--- src/rtl/pdm_cic_decimator.sv ---
// Third-order CIC decimator turning a strobed 1-bit PDM stream into signed PCM samples.
// Output appears 4 cycles after each decimation event; an unconsumed sample is overwritten and flagged.
module pdm_cic_decimator #(
  parameter int DECIM    = 16,
  parameter int OUT_BITS = 8
) (
  input  logic                       clk,
  input  logic                       rst,
  input  logic                       pdm_en,
  input  logic                       pdm_bit,
  output logic signed [OUT_BITS-1:0] out_sample,
  output logic                       out_valid,
  input  logic                       out_ready,
  output logic                       overrun
);

  localparam int LOG2 = $clog2(DECIM);
  localparam int W    = 1 + 3 * LOG2;
  localparam int WP   = W + 1;
  localparam int SH   = W - 1 - OUT_BITS;
  localparam logic signed [W:0] OFFSET = WP'(1) << (W - 2);
  localparam logic signed [W:0] QMAX   = WP'(1) << (OUT_BITS - 1);

  logic [W-1:0]    integ1, integ2, integ3;
  logic [W-1:0]    dly1, dly2, dly3;
  logic [W-1:0]    comb1, comb2, comb3;
  logic [LOG2-1:0] dec_cnt;
  logic            vld1, vld2, vld3;
  logic [1:0]      warm;
  logic            dec_evt;

  logic signed [W:0]          centred;
  logic signed [W:0]          shifted;
  logic signed [OUT_BITS-1:0] fmt;

  // DECIM is a power of two, so the last count of the window is all ones
  assign dec_evt = pdm_en & (&dec_cnt);

  assign centred = $signed({1'b0, comb3}) - OFFSET;
  assign shifted = centred >>> SH;

  always_comb begin
    fmt = shifted[OUT_BITS-1:0];
    // Only a full-scale positive input can land one step above the top code
    if (shifted == QMAX) fmt = {1'b0, {(OUT_BITS-1){1'b1}}};
  end

  always_ff @(posedge clk) begin
    if (rst) begin
      integ1     <= '0;
      integ2     <= '0;
      integ3     <= '0;
      dly1       <= '0;
      dly2       <= '0;
      dly3       <= '0;
      comb1      <= '0;
      comb2      <= '0;
      comb3      <= '0;
      dec_cnt    <= '0;
      vld1       <= 1'b0;
      vld2       <= 1'b0;
      vld3       <= 1'b0;
      warm       <= '0;
      out_sample <= '0;
      out_valid  <= 1'b0;
      overrun    <= 1'b0;
    end else begin
      if (pdm_en) begin
        integ1  <= integ1 + {{(W-1){1'b0}}, pdm_bit};
        integ2  <= integ2 + integ1;
        integ3  <= integ3 + integ2;
        dec_cnt <= dec_cnt + LOG2'(1);
      end

      vld1 <= dec_evt;
      vld2 <= vld1;
      vld3 <= vld2;

      if (dec_evt) begin
        comb1 <= integ3 - dly1;
        dly1  <= integ3;
      end
      if (vld1) begin
        comb2 <= comb1 - dly2;
        dly2  <= comb1;
      end
      if (vld2) begin
        comb3 <= comb2 - dly3;
        dly3  <= comb2;
      end

      // The first two results still carry the zeroed comb history and are dropped
      if (vld3 && warm != 2'd2) begin
        warm <= warm + 2'd1;
      end else if (vld3) begin
        out_sample <= fmt;
        out_valid  <= 1'b1;
        if (out_valid && !out_ready) overrun <= 1'b1;
      end else if (out_valid && out_ready) begin
        out_valid <= 1'b0;
      end
    end
  end

endmodule

--- config.mk ---
export PLATFORM = sky130hd
export DESIGN_NAME = pdm_cic_decimator
export DESIGN_NICKNAME = d
export VERILOG_FILES = /design/src/rtl/pdm_cic_decimator.sv
export SDC_FILE = /design/constraint.sdc
export NUM_CORES = 1
export LEC_CHECK = 0
export ABC_AREA = 1
export ABC_CLOCK_PERIOD_IN_PS = 3000
export CAP_MARGIN = 25
export CORE_MARGIN = 2
export CORE_UTILIZATION = 62
export DETAILED_ROUTE_END_ITERATION = 8
export PLACE_DENSITY = 0.81
export SYNTH_ARGS = -nofsm -noshare
export SYNTH_HDL_FRONTEND = slang
export SYNTH_SLANG_ARGS = --single-unit
--- constraint.sdc ---
create_clock -name clk -period 3 [get_ports clk]
set_input_delay 0.6 -clock clk [delete_from_list [all_inputs] [get_ports clk]]
set_output_delay 0.6 -clock clk [all_outputs]
set_load 0.1 [all_outputs]
# Word level (Yosys, flattened, before mapping)
# Index checks and enable logic that the tools add are counted.
[op_classes]
addsub = 9
eq_ne = 2
muxes = 3
bitwise_logic = 2
reduce_logical = 9
[ops]
columns = ["op", "n"]
rows = [
  ["subtractor 13 bit", 3],
  ["adder 13 bit", 2],
  ["subtractor 13 x 12 -> 14 bit (second input constant)", 1],
  ["adder 13 x 1 -> 13 bit", 1],
  ["== test 10 x 9 -> 1 bit (second input constant)", 1],
  ["2-to-1 mux 8 bit", 1],
  ["adder 4 x 1 -> 4 bit (second input constant)", 1],
  ["AND reduction 2 bit", 2],
  ["AND reduction 4 bit", 1],
  ["logical AND 1 bit", 3],
  ["AND reduction 3 bit", 1],
  ["adder 2 x 1 -> 2 bit (second input constant)", 1],
  ["2-to-1 mux 1 bit", 2],
  ["inequality test 2 bit (second input constant)", 1],
  ["nonzero test 2 bit", 1],
  ["bitwise AND 1 bit", 1],
  ["logical NOT 1 bit", 1],
  ["inverter 1 bit", 1],
]
[word_totals]
ff_bits = 136
in_bits = 5
out_inout_bits = 10
elab_cells = 42

# Depth between registers and ports, before layout
# Gate-level depths: netlist of run 1.
[depth]
ltp_word = 4
depth_mapped = 12
ltp_nobuf = 12

# Worst setup path after synthesis of run 1
# OpenSTA, ideal clock, no wires.
[synth_path]
path_kind = "register -> register"
start = "reg integ3[0]"
end = "reg comb1[8]"
setup_time_ns = 0.056
arrival_ns = 1.715
required_time_ns = 2.944
setup_slack_ns = 1.229
path_stages_with_launch = 12
path_buffers = 0
period_less_slack_ns = 1.771
cell_sequence = "dfxtp_1 -> inv_1 -> ha_1 -> fa_1 -> inv_1 -> nand3_1 -> nand3_1 -> a21oi_1 -> or2_2 -> nand3_1 -> nand2_1 -> inv_1"
[synth_between]
elab_chain_len = 1
[synth_lines]
columns = ["item", "line_no", "text"]
rows = [
  ["from (decl)", "24", "logic [W-1:0] integ1, integ2, integ3;"],
  ["from (signal assigned)", "71", "integ3 <= integ3 + integ2;"],
  ["subtractor 13 bit", "80", "comb1 <= integ3 - dly1;"],
  ["to (signal assigned)", "80", ""],
  ["to (decl)", "26", "logic [W-1:0] comb1, comb2, comb3;"],
]
# Every way passes these cells.
# A chain may end at the register's enable or synchronous reset.

# Final worst setup path of run 1
[layout_path]
start = "in pdm_en"
end = "reg dly1[7]"
[layout_between]
elab_chain_len = 1
[layout_lines]
columns = ["item", "line_no", "text"]
rows = [
  ["from (decl)", "9", "input logic pdm_en,"],
  ["bitwise AND 1 bit", "37", "assign dec_evt = pdm_en & (&dec_cnt);"],
  ["to (signal assigned)", "81", "dly1 <= integ3;"],
  ["to (decl)", "25", "logic [W-1:0] dly1, dly2, dly3;"],
]
# Every way passes these cells.

==> impl_results.md, run 1 <==
- Tot GR Track Use: 0.264
- IO Pins: 15
- Largest cells by area after synthesis: dfxtp_1 (32%), nand2_1 (13%), inv_1 (10%)
- Root Buffer: clkbuf_16
- Vias: 7671
- GRT overflow: 0
- Clk slew on worst S/H paths: 0.05 ns
- Core Footprint: approximately 13000 µm²
- Fill cell count: 1206
- Seq cells post-synth: 132
- Gate Count Post-Synth: 1296
- DRT iter0 DRCs: a little over 500
- CP endpoint kind: flip-flop
- Die X-Extent: 120 µm
- Startpoint types: input port
- Period utilisation layout: 0.788
- Fin Setup TNS: 0 ns
- Post-Syn Area: 8310 µm²
- PostCTS Resize Cnt: 0
- Post-CTS setup buffer count: 0
- Asr flop ratio synth: 0
- CP cell instances: clkdlybuf4s50_1 -> nand3_2 -> nor2_4 -> inv_2 -> o21ai_0 -> a21oi_1
- Non-filler cells, final: 1486
- Final setup violation count: 0
- Relative slew slack: 0.431
- Clk_lat worst skew: between 0.4 and 0.5 ns
- Area grow syn2layout: 9.41%
- DR pass1 iterations: 5
- Largest fanout on the critical path: 27
- Share of cells above drive strength 1: 0.0496
- Max VDD drop: 0.434 mV
- Status: completed
- Worst setup path start: pdm_en
- Synth top area share: 0.318
- Ys flop type: dfxtp_1
- Reg2Reg Setup Slack: 1.02 ns
- Placed cell count: around 1500
- Initial antenna violation count: 0
- Post-DP HPWL: 12800 µm
- Critical Path AT: 2.66 ns
- Crit path largest cell delay: 0.78 ns
- Slew Viols, Final: 0
- Vias per cell: 5.16
- Vias in the first global route: roughly 7000
- Final WL: between 15000 and 20000 µm
- R2R cell count: 11
- Max-Cap Viols: 0
- Minimum clock period: 2.36 ns
- Final GP Congestion: just over 0.9
- Cell Pwr Density: between 400 and 500 nW/µm²
- Most area-hungry cell type in the Yosys netlist: dfxtp_1
- Htree depth: 4
- Syn Area/Cell: 6.41 µm²
- Max clock buf depth: 2
- FMAX: 0.423 GHz
- Post-synthesis cell type count: 32
- Static leakage: 4.63 nW
- Ant diodes: 0
- Hold-fix buffers at CTS: 0
- DRC violations left: 0
- Worst Hold End: dly1[4]$_SDFFE_PP0P_
- Layout net count: between 1000 and 1500
- Worst hold path stage count: 2
- Average wire per standard cell: 12.0 µm
- Die Ht: 120 µm
- Final Hold Vio Count: 0
- Row count: 42
- Initial Utilization: 0.630
- Slowest-stage cell, CP: clkdlybuf4s50_1
- CTS tree: yes
- Global-route wire length before repair: about 31000 µm
- Reg2Reg Capture Point: comb1[8]$_SDFFE_PP0P_
- Min-delay src: dly1[4]$_SDFFE_PP0P_
- Final ANT Viol Nets: 0
- RR Startpoint: integ3[0]$_SDFFE_PP0P_
- Worst EP required: about 3.3 ns
- Hold WC Path Type: flip-flop to flip-flop
- # clock sinks: 132
- Least-Margin Pin Slew: 0.853 ns
- Skew final: 0.00897 ns
- DIE AREA: approximately 14000 µm²
- Port Buffers: 14
- Post-synth EDFFs: 0
- Total number of yosys warnings: 0
- CTS Buf Count: 17
- Syn nets: 1368
- Seq/Total Area, Yosys: 0.318
- Crit Path Category: input port to flip-flop
- Final core utilization: 0.689
- Largest net degree at the start of global routing: 72
- RSZ-0062 raised after global routing: false
[cell usage in the layout, fill, tap and decap left out, drive strengths merged]
cell / instances
clkinv: 8
buf: 16
nand2: 289
a21oi: 109
xor2: 20
nor2: 175
a211oi: 2
xnor2: 4
clkbuf: 20
ha: 63
a21o: 3
clkdlybuf4s50: 3
nor4: 2
nand3: 91
dfxtp: 132
clkinvlp: 1
a31oi: 6
o21bai: 5
o21ai: 85
nor3: 9
bufinv: 2
or2: 13
o21ba: 1
a311oi: 1
inv: 230
fa: 4
nand4: 16
[power by group]
| group | leakage, nW | switching (mW) | total [mW] | internal (mW) |
|---|---|---|---|---|
| registers | 1.07 | 0.0415 | 1.83 | 1.79 |
| logic | 3.28 | 0.295 | 0.464 | 0.169 |
| clock network | 0.275 | 0.759 | 1.99 | 1.23 |
[worst max-delay path: cells and delay by family]
family / cells / cell delay (ns)
buf+inv: 2 / 1.08
compound gates: 2 / 0.33
simple gates: 2 / 0.64
[worst max-delay path by stage]
| stage | endpoint | slack [ns] | cells past startpoint |
|---|---|---|---|
| 4_1_cts | dly1[7]$_SDFFE_PP0P_ | 0.66 | 6 |
| 3_5_place_dp | comb1[3]$_SDFFE_PP0P_ | 0.24 | 6 |
| 5_1_grt | dly1[7]$_SDFFE_PP0P_ | 0.39 | 6 |
| 3_3_place_gp | dly1[10]$_SDFFE_PP0P_ | 0.35 | 6 |
| 2_1_floorplan | comb1[8]$_SDFFE_PP0P_ | 1.23 | 11 |
| 6_report | dly1[7]$_SDFFE_PP0P_ | 0.64 | 6 |
[state kept, by name, summed over array words and instances (netlist names)]
register    flops
comb1          13
comb2          13
dly1           13
dly2           13
dly3           13
integ1         13
integ2         13
integ3         13
comb3           9
out_sample      8
dec_cnt         4
warm            2
out_valid       1
overrun         1
vld1            1
vld2            1
vld3            1
[cell type report]
cell class / instances / area, µm² / area share
flip-flops and latches: 132 / 2640 / 0.291
multi-input cells: 898 / 4660 / 0.512
well taps: 176 / 220 / 0.0242
inverters: 231 / 867 / 0.0953
clock buffers: 20 / 447 / 0.0491
repair buffers: 19 / 148 / 0.0162
clock inverters: 10 / 110 / 0.0121
[cells by family after synthesis]
group	synth area share
compound gates	0.133
xor+xnor	0.0253
fa+ha+maj	0.104
buf+inv	0.121
flops	0.318
simple gates	0.298
[Yosys cell counts (4+ instances only)]
library cell	n
nor3_1	8
or2_2	10
o21ai_0	82
nor2_1	172
a21oi_1	109
xor2_1	20
xnor2_1	4
a31oi_1	6
nand2_1	289
o21bai_1	5
inv_1	229
ha_1	63
clkbuf_1	25
nand4_1	16
nand3_1	88
buf_2	9
dfxtp_1	132
fa_1	4
[routing by layer]
metal	track usage	part of all wire
met1	0.323	0.47
met2	0.465	0.48
met3	0.0509	0.036
met4	0.0904	0.017
met5	0	0
[metrics by stage]
stage	total power, mW	cell area (µm²)	setup WS, ns	hold slack (ns)
finish	4.28	9090	0.635	0.458
global route	4.46	9090	0.390	0.468
floorplan	2.22	8310	1.23	0.433
global placement	2.31	8540	0.351	0.444
CTS	4.30	9090	0.661	0.460
detailed placement	2.32	8540	0.240	0.453
Power figures use the tool's default switching activity.
==> run 2, diff against run 1 <==
--- a/config.mk
+++ b/config.mk
@@ -6,7 +6,7 @@
 export NUM_CORES = 1
 export LEC_CHECK = 0
 export ABC_AREA = 1
-export ABC_CLOCK_PERIOD_IN_PS = 3000
+export ABC_CLOCK_PERIOD_IN_PS = 2500
 export CAP_MARGIN = 25
 export CORE_MARGIN = 2
 export CORE_UTILIZATION = 62
==> constraint.sdc (replaced) <==
create_clock -name clk -period 2.5 [get_ports clk]
set_input_delay 0.5 -clock clk [delete_from_list [all_inputs] [get_ports clk]]
set_output_delay 0.5 -clock clk [all_outputs]
set_load 0.1 [all_outputs]
==> run 2 against run 1 <==
  * Sequential share of layout area down 0.22 points
  * Combinational power increased by 18%
  * Routed wire length rose by 0.29%
  * Non-clock buffer count up 1
  * First-iteration DRC count down 2.3%
  * Clock power rose by 29%
  * Worst setup slack got worse by 0.17 ns
  * Final cell count hardly changed
  * Critical path type is now flip-flop to flip-flop
  * Largest cell class unchanged
  * Highest routed layer unchanged
==> impl_results.md, run 2 (synthesis gave the netlist of run 1 again) <==
- Final WL: 17800 µm (about the same)
- Slew Viols, Final: 0 (unchanged)
- Static leakage: 4.65 nW (was 4.63 nW)
- Hold-fix buffers at CTS: 0 (unchanged)
- Clk_lat worst skew: 0.43 ns (about the same)
- Die X-Extent: 120 µm (unchanged)
- Post-DP HPWL: 12700 µm (was 12800 µm)
- CP endpoint kind: flip-flop (unchanged)
- Relative slew slack: 0.457 (was 0.431)
- DIE AREA: 14300 µm² (unchanged)
- Final Hold Vio Count: 0 (unchanged)
- R2R cell count: 9 (was 11)
- Largest net degree at the start of global routing: 72 (unchanged)
- Worst EP required: 2.82 ns (was 3.30 ns)
- RSZ-0062 raised after global routing: false (unchanged)
- Vias per cell: 5.15 (was 5.16)
- Startpoint types: flip-flop (was input port)
- FMAX: roughly 0.5 GHz
- Tot GR Track Use: 0.265 (was 0.264)
- Minimum clock period: 2.03 ns
- Cell Pwr Density: 580 nW/µm² (was 471 nW/µm²)
- Die Ht: 120 µm (unchanged)
- Layout net count: 1372 (was 1371)
- PostCTS Resize Cnt: 0 (unchanged)
- Skew final: 0.00664 ns (was 0.00897 ns)
- DRT iter0 DRCs: 502 (was 514)
- RR Startpoint: integ1[0]$_SDFFE_PP0P_ (was integ3[0]$_SDFFE_PP0P_)
- Largest fanout on the critical path: 4 (was 27)
- Max VDD drop: 0.506 mV (was 0.434 mV)
- Area grow syn2layout: 10.3% (was 9.41%)
- Initial Utilization: 0.630 (unchanged)
- Period utilisation layout: 0.813
- Vias: 7652 (was 7671)
- Most frequent cells in the layout: nand2_1 (289), inv_1 (228), nor2_1 (172), dfxtp_1 (132), a21oi_1 (109) (unchanged)
- Clk slew on worst S/H paths: 0.06 ns (was 0.05 ns)
- CTS Buf Count: 17 (unchanged)
- Least-Margin Pin Slew: 0.813 ns (was 0.853 ns)
- Crit Path Category: flip-flop to flip-flop (was input port to flip-flop)
- Row count: 42 (unchanged)
- Reg2Reg Setup Slack: 0.47 ns (was 1.02 ns)
- Status: completed (unchanged)
- Cell Area, Placed: 8560 µm² (was 8540 µm²)
- Htree depth: 4 (unchanged)
- Final GP Congestion: 0.862 (was 0.918)
- IO Pins: 15 (unchanged)
- Vias in the first global route: 7029 (was 7147)
- Post-CTS setup buffer count: 0 (unchanged)
- Hold slack: 0.452 ns (was 0.458 ns)
- Most common cell after layout, fill and taps aside: nand2_1 (unchanged)
- Fin Setup TNS: 0 ns (unchanged)
- Global-route wire length before repair: 31200 µm (was 31300 µm)
- Average wire per standard cell: 12.0 µm (about the same)
- Max-Cap Viols: 0 (unchanged)
- Final ANT Viol Nets: 0 (unchanged)
- Root Buffer: clkbuf_16 (unchanged)
- # clock sinks: 132 (unchanged)
- Ant diodes: 0 (unchanged)
- Final setup violation count: 0 (unchanged)
- Core Footprint: 13200 µm² (unchanged)
- DRC violations left: 0 (unchanged)
- DR pass1 iterations: 5 (unchanged)
- Worst Hold End: dly1[11]$_SDFFE_PP0P_ (was dly1[4]$_SDFFE_PP0P_)
- Worst hold path stage count: 2 (unchanged)
- Min-delay src: dly1[11]$_SDFFE_PP0P_ (was dly1[4]$_SDFFE_PP0P_)
- Max clock buf depth: 2 (unchanged)
- Port Buffers: 14 (unchanged)
- CTS tree: yes (unchanged)
- Share of cells above drive strength 1: 0.0519 (was 0.0496)
- Hold WC Path Type: flip-flop to flip-flop (unchanged)
- Reg2Reg Capture Point: integ2[8]$_SDFFE_PP0P_ (was comb1[8]$_SDFFE_PP0P_)
- Critical Path AT: 2.35 ns (was 2.66 ns)
- GRT overflow: 0 (unchanged)
- Initial antenna violation count: 0 (unchanged)
- Final Cell Area: 9160 µm² (was 9090 µm²)
==> run 2: critical path, cell delays in order, from the launching register on <==
cell     delay, ns
dfxtp_1       0.33
ha_1          0.27
fa_1          0.45
nand3_1       0.10
nand3_1       0.17
a21oi_1       0.21
xor2_1        0.21
nand2_1       0.08
nand2_1       0.07
inv_1         0.04
==> run 2: worst max path at each step <==
stage,start,slack (ns),cells past startpoint,end
2_1_floorplan,integ3[0]$_SDFFE_PP0P_,0.73,11,comb1[8]$_SDFFE_PP0P_
3_3_place_gp,pdm_en,0.32,7,dec_cnt[3]$_SDFFE_PP0P_
3_5_place_dp,pdm_bit,0.26,10,integ1[12]$_SDFFE_PP0P_
4_1_cts,integ1[0]$_SDFFE_PP0P_,0.47,9,integ2[8]$_SDFFE_PP0P_
5_1_grt,comb1[0]$_SDFFE_PP0P_,0.30,11,comb2[8]$_SDFFE_PP0P_
6_report,integ1[0]$_SDFFE_PP0P_,0.47,9,integ2[8]$_SDFFE_PP0P_
==> run 2: cell type report <==
class,instances,area (µm²)
multi-input cells,898,4660
fillers,1139,4030
flip-flops and latches,132,2640
inverters,231,867
clock buffers,19,453
well taps,176,220
repair buffers,20,168
clock inverters,11,154
==> run 2: layer usage <==
metal  wire length (µm)  vias up  GRT usage
met4                223        0     0.0735
met1               8240     3437      0.320
met5                  0        -          0
met3                556       18     0.0561
met2               8800      101      0.474
li1                   -     4096          -
==> run 2: metrics by stage <==
step,power (mW),std cells,setup WS [ns],util
global route,5.55,1487,0.299,0.695
global placement,2.77,1457,0.325,0.649
finish,5.32,1487,0.469,0.695
detailed placement,2.78,1457,0.262,0.649
CTS,5.34,1487,0.472,0.695
floorplan,2.66,1296,0.729,-
==> run 2: power breakdown <==
part,switching [mW],internal [mW]
sequential,0.0518,2.14
clock,0.957,1.61
combinational,0.345,0.204
total,1.35,3.96
==> run 3, diff against run 2 <==
--- a/config.mk
+++ b/config.mk
@@ -6,7 +6,7 @@
 export NUM_CORES = 1
 export LEC_CHECK = 0
 export ABC_AREA = 1
-export ABC_CLOCK_PERIOD_IN_PS = 2500
+export ABC_CLOCK_PERIOD_IN_PS = 1900
 export CAP_MARGIN = 25
 export CORE_MARGIN = 2
 export CORE_UTILIZATION = 62
==> constraint.sdc (replaced) <==
create_clock -name clk -period 1.9 [get_ports clk]
set_input_delay 0.38 -clock clk [delete_from_list [all_inputs] [get_ports clk]]
set_output_delay 0.38 -clock clk [all_outputs]
set_load 0.1 [all_outputs]
==> run 3 against run 2 <==
  * Worst hold slack worse by 0.00079 ns
  * Maximum frequency grew 12%
  * Clock power rose by 37%
  * Routed wire length up 3.8%
  * Die area did not move
  * Sequential share of layout area is 0.78 points lower
  * Non-clock buffer count grew 20
  * Largest power group unchanged
==> impl_results.md, run 3 (synthesis gave the netlist of run 1 again) <==
- Slowest-stage cell, CP: fa_2 (was fa_1)
- Fin worst setup slack: 0.0829 ns (was 0.469 ns)
- Clock network fraction of design power: 0.492 (was 0.484)
- Final GP Congestion: 0.892 (was 0.862)
- Largest net degree at the start of global routing: 62 (was 72)
- Die Ht: 120 µm (unchanged)
- Period utilisation layout: 0.956 (was 0.813)
- Die X-Extent: 120 µm (unchanged)
- Final WL: 18500 µm (was 17800 µm)
- Clk slew on worst S/H paths: 0.06 ns (about the same)
- DR pass1 iterations: 6 (was 5)
- Least-Margin Pin Slew: 0.708 ns (was 0.813 ns)
- CTS tree: yes (unchanged)
- PnR Total Power: 7.18 mW (was 5.32 mW)
- Vias: 7836 (was 7652)
- Cell Pwr Density: 762 nW/µm² (was 580 nW/µm²)
- Share of cells above drive strength 1: 0.0773 (was 0.0519)
- Minimum clock period: 1.82 ns (was 2.03 ns)
- Hold WC Path Type: flip-flop to flip-flop (unchanged)
- Skew final: 0.00715 ns (was 0.00664 ns)
- Hold-fix buffers at CTS: 0 (unchanged)
- Htree depth: 4 (unchanged)
- # clock sinks: 132 (unchanged)
- Largest fanout on the critical path: 3 (was 4)
- Slew Viols, Final: 0 (unchanged)
- Tot GR Track Use: 0.273 (was 0.265)
- DRT iter0 DRCs: 509 (was 502)
- Vias per cell: 5.19 (was 5.15)
- Placed cell count: 1476 (was 1457)
- IO Pins: 15 (unchanged)
- Root Buffer: clkbuf_16 (unchanged)
- Startpoint types: flip-flop (unchanged)
- Final ANT Viol Nets: 0 (unchanged)
- CP endpoint kind: flip-flop (unchanged)
- DRC violations left: 0 (unchanged)
- Most common cell after layout, fill and taps aside: nand2_1 (unchanged)
- Initial Utilization: 0.630 (unchanged)
- Ant diodes: 0 (unchanged)
- Logic pwr share: 0.105 (was 0.103)
- Max-Cap Viols: 0 (unchanged)
- DP Worst Slack: -0.162 ns (was 0.262 ns)
- Reg power frac: 0.402 (was 0.413)
- Multi-input gate area: 4710 µm² (was 4660 µm²)
- Crit Path Category: flip-flop to flip-flop (unchanged)
- Clk_lat worst skew: 0.42 ns (was 0.43 ns)
- Crit path top cell by count: inv_1
- Fill cell count: 1103 (was 1139)
- FMAX: 0.550 GHz (was 0.492 GHz)
- Row count: 42 (unchanged)
- Register cell area after layout: 2640 µm² (about the same)
- Vias in the first global route: 7429 (was 7029)
- Final Hold Vio Count: 0 (unchanged)
- Average wire per standard cell: 12.3 µm (was 12.0 µm)
- Area grow syn2layout: 13.4% (was 10.3%)
- P_sw: 1.82 mW (was 1.35 mW)
- CTS Buf Count: 17 (unchanged)
- Non-filler cells, final: 1509 (was 1487)
- Layout net count: 1392 (was 1372)
- Core Footprint: 13200 µm² (unchanged)
- Most frequent cells in the layout: nand2_1 (289), inv_1 (228), nor2_1 (172), dfxtp_1 (131), a21oi_1 (105) (was nand2_1 (289), inv_1 (228), nor2_1 (172), dfxtp_1 (132), a21oi_1 (109))
- Status: completed (unchanged)
- Max VDD drop: 0.610 mV (was 0.506 mV)
- Post-DP HPWL: 13100 µm (was 12700 µm)
- Global-route wire length before repair: 32300 µm (was 31200 µm)
- Initial antenna violation count: 0 (unchanged)
- DIE AREA: 14300 µm² (unchanged)
- Static leakage: 4.79 nW (was 4.65 nW)
- Pint: 5.36 mW (was 3.96 mW)
- Crit path largest cell delay: 0.36 ns (was 0.45 ns)
- Critical Path AT: 2.19 ns (was 2.35 ns)
- Max clock buf depth: 2 (unchanged)
- Worst EP required: 2.27 ns (was 2.82 ns)
- CP cell instances: inv_1 -> ha_1 -> fa_2 -> inv_1 -> nand3_1 -> nand3_2 -> a21oi_1 -> or2_2 -> nand3_1 -> nand2_1 -> inv_1 (was ha_1 -> fa_1 -> nand3_1 -> nand3_1 -> a21oi_1 -> xor2_1 -> nand2_1 -> nand2_1 -> inv_1)
- Relative slew slack: 0.528 (was 0.457)
- GRT overflow: 0 (unchanged)
- Switching part of the total: 0.254 (was 0.255)
- Port Buffers: 14 (unchanged)
- Final setup violation count: 0 (unchanged)
## run 3: cell types whose count changed in the layout (fill, tap and decap cells not counted), sizes merged
| cell | before | now |
|---|---|---|
| buf | 17 | 37 |
| clkinv | 6 | 8 |
| bufinv | 3 | 4 |
| clkbuf | 19 | 18 |
## run 3: routing by layer
metal  vias up  GRT usage  part of all wire
met5         -          0                 0
met4         0      0.109             0.024
met3        40     0.0504             0.036
met2       150      0.481              0.50
met1      3504      0.328              0.44
li1       4142          -                 -
## run 3: through the flow
step | area (µm²) | TNS, ns | hold WS [ns] | utilization
after global routing | 9420 | -0.0103 | 0.476 | 0.714
after CTS | 9370 | 0 | 0.458 | 0.711
after floorplan | 8310 | 0 | 0.433 | -
after global placement | 8720 | -0.430 | 0.442 | 0.661
final | 9420 | 0 | 0.451 | 0.714
after detailed placement | 8720 | -0.837 | 0.449 | 0.661
## run 3: power by group through the flow
stage	registers, mW	clock network [mW]	logic, mW
2_1_floorplan	2.92	0	0.580
3_3_place_gp	2.95	0	0.714
3_5_place_dp	2.95	0	0.734
4_1_cts	2.89	3.57	0.748
5_1_grt	2.89	3.71	0.876
6_report	2.89	3.53	0.757
## run 3: layout make-up
class / count / area share
clock buffers: 18 / 0.0466
clock inverters: 14 / 0.0216
inverters: 231 / 0.0920
multi-input cells: 898 / 0.499
flip-flops and latches: 132 / 0.281
well taps: 176 / 0.0234
repair buffers: 40 / 0.0364
## run 3: worst paths after layout
| path | from | to | slack, ns | cells past startpoint |
|---|---|---|---|---|
| min | dly1[6]$_SDFFE_PP0P_ | dly1[6]$_SDFFE_PP0P_ | 0.45 | 2 |
| min reg2reg | dly1[6]$_SDFFE_PP0P_ | dly1[6]$_SDFFE_PP0P_ | 0.45 | 2 |
| max reg2reg | integ3[0]$_SDFFE_PP0P_ | comb1[8]$_SDFFE_PP0P_ | 0.08 | 11 |
| max | integ3[0]$_SDFFE_PP0P_ | comb1[8]$_SDFFE_PP0P_ | 0.08 | 11 |
## run 3: worst max-delay path: cells and delay by family (launching register included)
family | cells | cell delay, ns
DFF | 1 | 0.34
AOI/OAI and AO/OA | 1 | 0.08
buffers and inverters | 3 | 0.18
and+or+nand+nor | 5 | 0.57
adders and majority gates | 2 | 0.59
## run 3: what timing repair did
action | 4_1_cts | 5_1_grt
gates resized for setup | 1 | 14
pin swaps | 0 | 1
endpoints found under the setup margin | 1 | 11
setup buffers | 0 | 1
